## config.mk

```make
export PLATFORM = sky130hd
export DESIGN_NAME = imem_loadable
export DESIGN_NICKNAME = d
export VERILOG_FILES = /design/src/rtl/imem_pkg.sv /design/src/rtl/imem_array.sv /design/src/rtl/imem_loadable.sv
export SDC_FILE = /design/constraint.sdc
export NUM_CORES = 2
export LEC_CHECK = 0
export ABC_AREA = 1
export ABC_CLOCK_PERIOD_IN_PS = 7100
export CORE_MARGIN = 2
export CORE_UTILIZATION = 45
export CTS_BUF_LIST = sky130_fd_sc_hd__clkbuf_8 sky130_fd_sc_hd__clkbuf_16
export CTS_CLUSTER_DIAMETER = 120
export CTS_CLUSTER_SIZE = 28
export DETAILED_ROUTE_END_ITERATION = 10
export RECOVER_POWER = 25
export SLEW_MARGIN = 10
export SYNTH_ARGS = -nofsm -noshare
export SYNTH_HDL_FRONTEND = slang
export SYNTH_SLANG_ARGS = --single-unit
```

## constraint.sdc

```tcl
create_clock -name CLK -period 7.1 [get_ports CLK]
set_input_delay 1.42 -clock CLK [delete_from_list [all_inputs] [get_ports CLK]]
set_output_delay 1.42 -clock CLK [all_outputs]
set_load 0.03 [all_outputs]
```

## src/rtl/imem_pkg.sv

```systemverilog
// imem_pkg: shared types and default sizing for the loadable instruction memory.
//   imem_state_t  controller states (CLEAR, READY, LOAD)
//   *_DEF         default DATA_W / DEPTH / NUM_VEC for imem_loadable
package imem_pkg;

  typedef enum logic [1:0] {
    CLEAR,
    READY,
    LOAD
  } imem_state_t;

  localparam int unsigned DATA_W_DEF  = 8;
  localparam int unsigned DEPTH_DEF   = 256;
  localparam int unsigned NUM_VEC_DEF = 2;

endpackage

```

## src/rtl/imem_array.sv

```systemverilog
// imem_array: WORD_W x DEPTH storage with one write port and one registered read port.
// Ports:
//   CLK    in   clock, rising edge
//   RST    in   synchronous active-low reset (clears the read register only)
//   we     in   write enable
//   waddr  in   write address (caller keeps it below DEPTH)
//   wdata  in   write word
//   re     in   read enable; rdata holds its value when low
//   raddr  in   read address; addresses >= DEPTH read as zero
//   rdata  out  registered read word
module imem_array #(
  parameter int unsigned WORD_W = 8,
  parameter int unsigned DEPTH  = 256,
  parameter int unsigned ADDR_W = 8
) (
  input  logic              CLK,
  input  logic              RST,
  input  logic              we,
  input  logic [ADDR_W-1:0] waddr,
  input  logic [WORD_W-1:0] wdata,
  input  logic              re,
  input  logic [ADDR_W-1:0] raddr,
  output logic [WORD_W-1:0] rdata
);

  localparam logic [ADDR_W:0] DEPTH_A = (ADDR_W+1)'(DEPTH);

  logic [WORD_W-1:0] mem [DEPTH];
  logic              raddr_ok;

  assign raddr_ok = {1'b0, raddr} < DEPTH_A;

  always_ff @(posedge CLK) begin
    if (we) begin
      mem[waddr] <= wdata;
    end
  end

  always_ff @(posedge CLK) begin
    if (!RST) begin
      rdata <= '0;
    end else if (re) begin
      rdata <= raddr_ok ? mem[raddr] : '0;
    end
  end

endmodule

```

## src/rtl/imem_loadable.sv

```systemverilog
// imem_loadable: parametrised instruction memory with handshaked load port,
// post-reset sequential clear, registered fetch port and NUM_VEC vector shadows.
// Optional feature macro: IMEM_LOADABLE_PARITY_EN (per-word even parity + parity_err).
// Ports:
//   CLK, RST               clock (rising edge), synchronous active-low reset
//   fetch_req, fetch_addr  fetch request/address, sampled every cycle in READY
//   fetch_valid, fetch_data registered fetch result, one cycle after request
//   load_en                request LOAD mode
//   load_valid, load_ready load beat handshake
//   load_addr, load_data   load beat address/word
//   busy                   clear sequence in progress
//   vec_out                words 0..NUM_VEC-1; word k at [k*DATA_W +: DATA_W]
//   parity_err             (macro only) fetched word failed its parity check
module imem_loadable
  import imem_pkg::*;
#(
  parameter int unsigned DATA_W  = DATA_W_DEF,
  parameter int unsigned DEPTH   = DEPTH_DEF,
  parameter int unsigned NUM_VEC = NUM_VEC_DEF,
  parameter int unsigned ADDR_W  = (DEPTH > 1) ? $clog2(DEPTH) : 1
) (
  input  logic                      CLK,
  input  logic                      RST,
  input  logic                      fetch_req,
  input  logic [ADDR_W-1:0]         fetch_addr,
  output logic                      fetch_valid,
  output logic [DATA_W-1:0]         fetch_data,
  input  logic                      load_en,
  input  logic                      load_valid,
  output logic                      load_ready,
  input  logic [ADDR_W-1:0]         load_addr,
  input  logic [DATA_W-1:0]         load_data,
  output logic                      busy,
  output logic [NUM_VEC*DATA_W-1:0] vec_out
`ifdef IMEM_LOADABLE_PARITY_EN
  ,
  output logic                      parity_err
`endif
);

`ifdef IMEM_LOADABLE_PARITY_EN
  localparam int unsigned WORD_W = DATA_W + 1;
`else
  localparam int unsigned WORD_W = DATA_W;
`endif

  localparam logic [ADDR_W:0]   DEPTH_A = (ADDR_W+1)'(DEPTH);
  localparam logic [ADDR_W-1:0] LAST    = ADDR_W'(DEPTH - 1);

  imem_state_t       state;
  logic [ADDR_W-1:0] clr_ptr;

  logic              mem_we;
  logic [ADDR_W-1:0] mem_waddr;
  logic [DATA_W-1:0] mem_wdata;
  logic [WORD_W-1:0] word_wdata;
  logic [WORD_W-1:0] rd_word;
  logic              rd_en;
  logic              load_addr_ok;

  assign load_addr_ok = {1'b0, load_addr} < DEPTH_A;
  assign rd_en        = (state == READY) && fetch_req;

  // Single write mux: clear pointer in CLEAR, accepted in-range beat in LOAD.
  // Gated by RST so a beat in the reset cycle cannot land.
  always_comb begin
    mem_we    = 1'b0;
    mem_waddr = clr_ptr;
    mem_wdata = '0;
    if (RST) begin
      case (state)
        CLEAR: mem_we = 1'b1;
        LOAD: begin
          if (load_valid && load_ready && load_addr_ok) begin
            mem_we    = 1'b1;
            mem_waddr = load_addr;
            mem_wdata = load_data;
          end
        end
        default: ;
      endcase
    end
  end

`ifdef IMEM_LOADABLE_PARITY_EN
  // Even parity: stored bit makes the total count of ones even.
  assign word_wdata = {^mem_wdata, mem_wdata};
  assign parity_err = fetch_valid && (^rd_word);
`else
  assign word_wdata = mem_wdata;
`endif

  assign fetch_data = rd_word[DATA_W-1:0];

  imem_array #(
    .WORD_W (WORD_W),
    .DEPTH  (DEPTH),
    .ADDR_W (ADDR_W)
  ) u_array (
    .CLK   (CLK),
    .RST   (RST),
    .we    (mem_we),
    .waddr (mem_waddr),
    .wdata (word_wdata),
    .re    (rd_en),
    .raddr (fetch_addr),
    .rdata (rd_word)
  );

  always_ff @(posedge CLK) begin
    if (!RST) begin
      state       <= CLEAR;
      clr_ptr     <= '0;
      fetch_valid <= 1'b0;
      load_ready  <= 1'b0;
      busy        <= 1'b1;
      vec_out     <= '0;
    end else begin
      case (state)
        CLEAR: begin
          fetch_valid <= 1'b0;
          load_ready  <= 1'b0;
          if (clr_ptr == LAST) begin
            state <= READY;
            busy  <= 1'b0;
          end else begin
            clr_ptr <= clr_ptr + 1'b1;
          end
        end
        READY: begin
          fetch_valid <= fetch_req;
          load_ready  <= 1'b0;
          if (load_en) begin
            state <= LOAD;
          end
        end
        LOAD: begin
          fetch_valid <= 1'b0;
          if (!load_en) begin
            state      <= READY;
            load_ready <= 1'b0;
          end else begin
            load_ready <= 1'b1;
          end
        end
        default: state <= CLEAR;
      endcase
      // Vector shadows track every memory write to their address.
      for (int unsigned k = 0; k < NUM_VEC; k++) begin
        if (mem_we && ({1'b0, mem_waddr} == (ADDR_W+1)'(k))) begin
          vec_out[k*DATA_W +: DATA_W] <= mem_wdata;
        end
      end
    end
  end

endmodule

```

==> impl_metrics.tcl <==
set metrics [dict create \
    grt_overflow 0 \
    cts_sinks 2085 \
    synth_edf_count 2048 \
    grt_use_total 0.2388 \
    fin_ws_ns 1.383 \
    async_flop_share 0 \
    yosysMostFrequentCell "nand2_1" \
    synth.top_cells.by_area "edfxtp_1, nand3_1, nand2_1" \
    ctsHoldBuffers 0 \
    grt_pass1_vias 51440 \
    die_width_um 437.1 \
    fmax_ghz 0.1749 \
    yosys_warnings 0 \
    crit_start "RST" \
    finalSetupViolCount 0 \
    period_needed_ns 5.717 \
    post-place-ws_ns 1.598 \
    hold_ws_ns 0.4520 \
    holdCritPathClass "reg -> reg" \
    path_class "in -> reg" \
    power_w 0.02054 \
    hold_viol_final 0 \
    clock_latency_ns 0.75 \
    status "finished, violations left" \
    drt-initial-drc-count 7311 \
    dp_hpwl_um 134500 \
    synthDistinctLibCells 32 \
    numCtsBuffers 84 \
    nNetsFinal 6975 \
    p_leak_nw 29.17 \
    r2r_start "state[0]" \
    finalSetupTns_ns 0 \
    port_buffers 55 \
    die_area_um2 191000 \
    vdd_drop_max_v 0.0001727 \
    ctsResizeCount 0 \
    synth_seq_area_share 0.7374 \
    tightest_slew_ns 2.584 \
    violations "capacitance limit, slew limit" \
    reg2reg_depth 7 \
    rrSetupSlack_ns 2.74 \
    cp-end-kind "flop" \
    fin_crit_sh 0.8052 \
    areaGrowthSynthToFinish_pct 5.993 \
    ys.flop_type "edfxtp_1" \
    netlist.area_leader.share 0.7286 \
    antenna_left 0 \
    num_io_pins 56 \
    dr_total_vias 54400 \
    slew_viol_final 210 \
    start_util 0.4542 \
    drcViolationCount 0 \
    fin_util 0.4814 \
    maxSlewHeadroom -0.7229 \
    min_path_cells 2 \
    worstPathMaxFanout 103 \
    power_density_nw_per_um2 229.6 \
    cp.arrival_ns 6.13 \
    skew_ns 0.03932 \
    fp-row-count 158 \
    finalWirelength_um 233300 \
    tritoncts "yes" \
    postCtsSetupBuffers 0 \
    crit_path_end "u_array.mem[40][7]" \
    syn_inst 7195 \
    cts-root-buf "clkbuf_16" \
    post_drt_wl_per_cell_um 24.71 \
    die_h_um 437.1 \
    critPathLaunchType "primary input" \
    firstDrtPassIters 6 \
    ys_ff_latch 2085 \
    synth.avg_cell_area_um2 11.73 \
    rr_endpoint "u_array.mem[40][7]" \
    synth_area_leader_cell "edfxtp_1" \
    synth_area_um2 84410 \
    grt_max_degree 176 \
    synth_nets 7225 \
    core_area_um2 185800 \
    antenna_found_initial 7 \
    rsz0062_at_grt "no" \
    path_clk_slew_ns 0.11 \
    gp_congestion 0.9746 \
    grt_pass1_wl_um 340400 \
    ys_top_cells_by_count "nand2_1, edfxtp_1, nand3_1" \
    crit_required_ns 7.51 \
    vias_per_cell 5.762 \
    final_layout_size_suffix_gt1_frac 0.03434 \
    drv_cap 2 \
    cts.htree.levels 3 \
    clock_path_buffers 3 \
]
cell usage in the layout, fill, tap and decap left out, types with 25 or more instances in the layout:
master,instances
nor2_1,300
nand3_1,2032
edfxtp_1,2048
a21oi_1,25
nand2_1,2147
inv_1,55
buf_12,28
clkbuf_16,87
dfxtp_1,37
dlygate4sd3_1,28
buf_4,69
cells by family after synthesis:
logic type	after synthesis	share of synthesized area
flops	2085	0.7374
fa+ha+maj	1	0.0001482
simple gates	4501	0.2315
buf+inv	557	0.02704
mux	1	0.0001186
compound gates	50	0.003810
metrics by stage:
| stage | cells | instance area [um^2] |
|---|---|---|
| floorplan | 7195 | 84410 |
| global placement | 9339 | 87210 |
| detailed placement | 9339 | 87210 |
| CTS | 9439 | 89480 |
| global route | 9440 | 89460 |
| finish | 9442 | 89460 |
worst min-delay path by stage:
| stage | from | endpoint |
|---|---|---|
| after floorplan | clr_ptr[4] | clr_ptr[4] |
| after global placement | busy | busy |
| after detailed placement | busy | busy |
| after CTS | busy | busy |
| after global routing | busy | busy |
| final | busy | busy |
critical path, cell delays in order:
cell and delay (ns):
dlygate4sd3_1 0.53, clkbuf_1 0.45, inv_1 0.28, nor3_1 0.10
buf_4 0.20, nand2_1 0.17, clkinvlp_4 1.84, buf_4 1.01
where the power goes:
part / switching [W] / total (W) / internal, W
clock network: 0.00360 / 0.00583 / 0.00223
logic: 0.00102 / 0.00139 / 0.000374
registers: 0.00000782 / 0.0133 / 0.0133
total: 0.00463 / 0.0205 / 0.0159
layout make-up:
cell class,count,area [um^2]
fill,16730,96360
timing repair buffer,151,1623
inverter,70,340.3
multi-input combinational,4553,19880
clock inverter,13,96.34
sequential,2085,62240
antenna,3,7.507
clock buffer,87,2177
tap,2480,3103
metal layers:
metal / track usage / wire (um)
met5: 0 / 34
met4: 0.08103 / 8615
met3: 0.03854 / 19160
met2: 0.3767 / 107800
met1: 0.3382 / 97690
state kept, by name, summed over array words and instances (netlist names):
signal         count
state              2
busy               1
fetch_valid        1
u_array.mem     2048
load_ready         1
u_array.rdata      8
vec_out           16
clr_ptr            8
(Power assumes the default switching activity.)
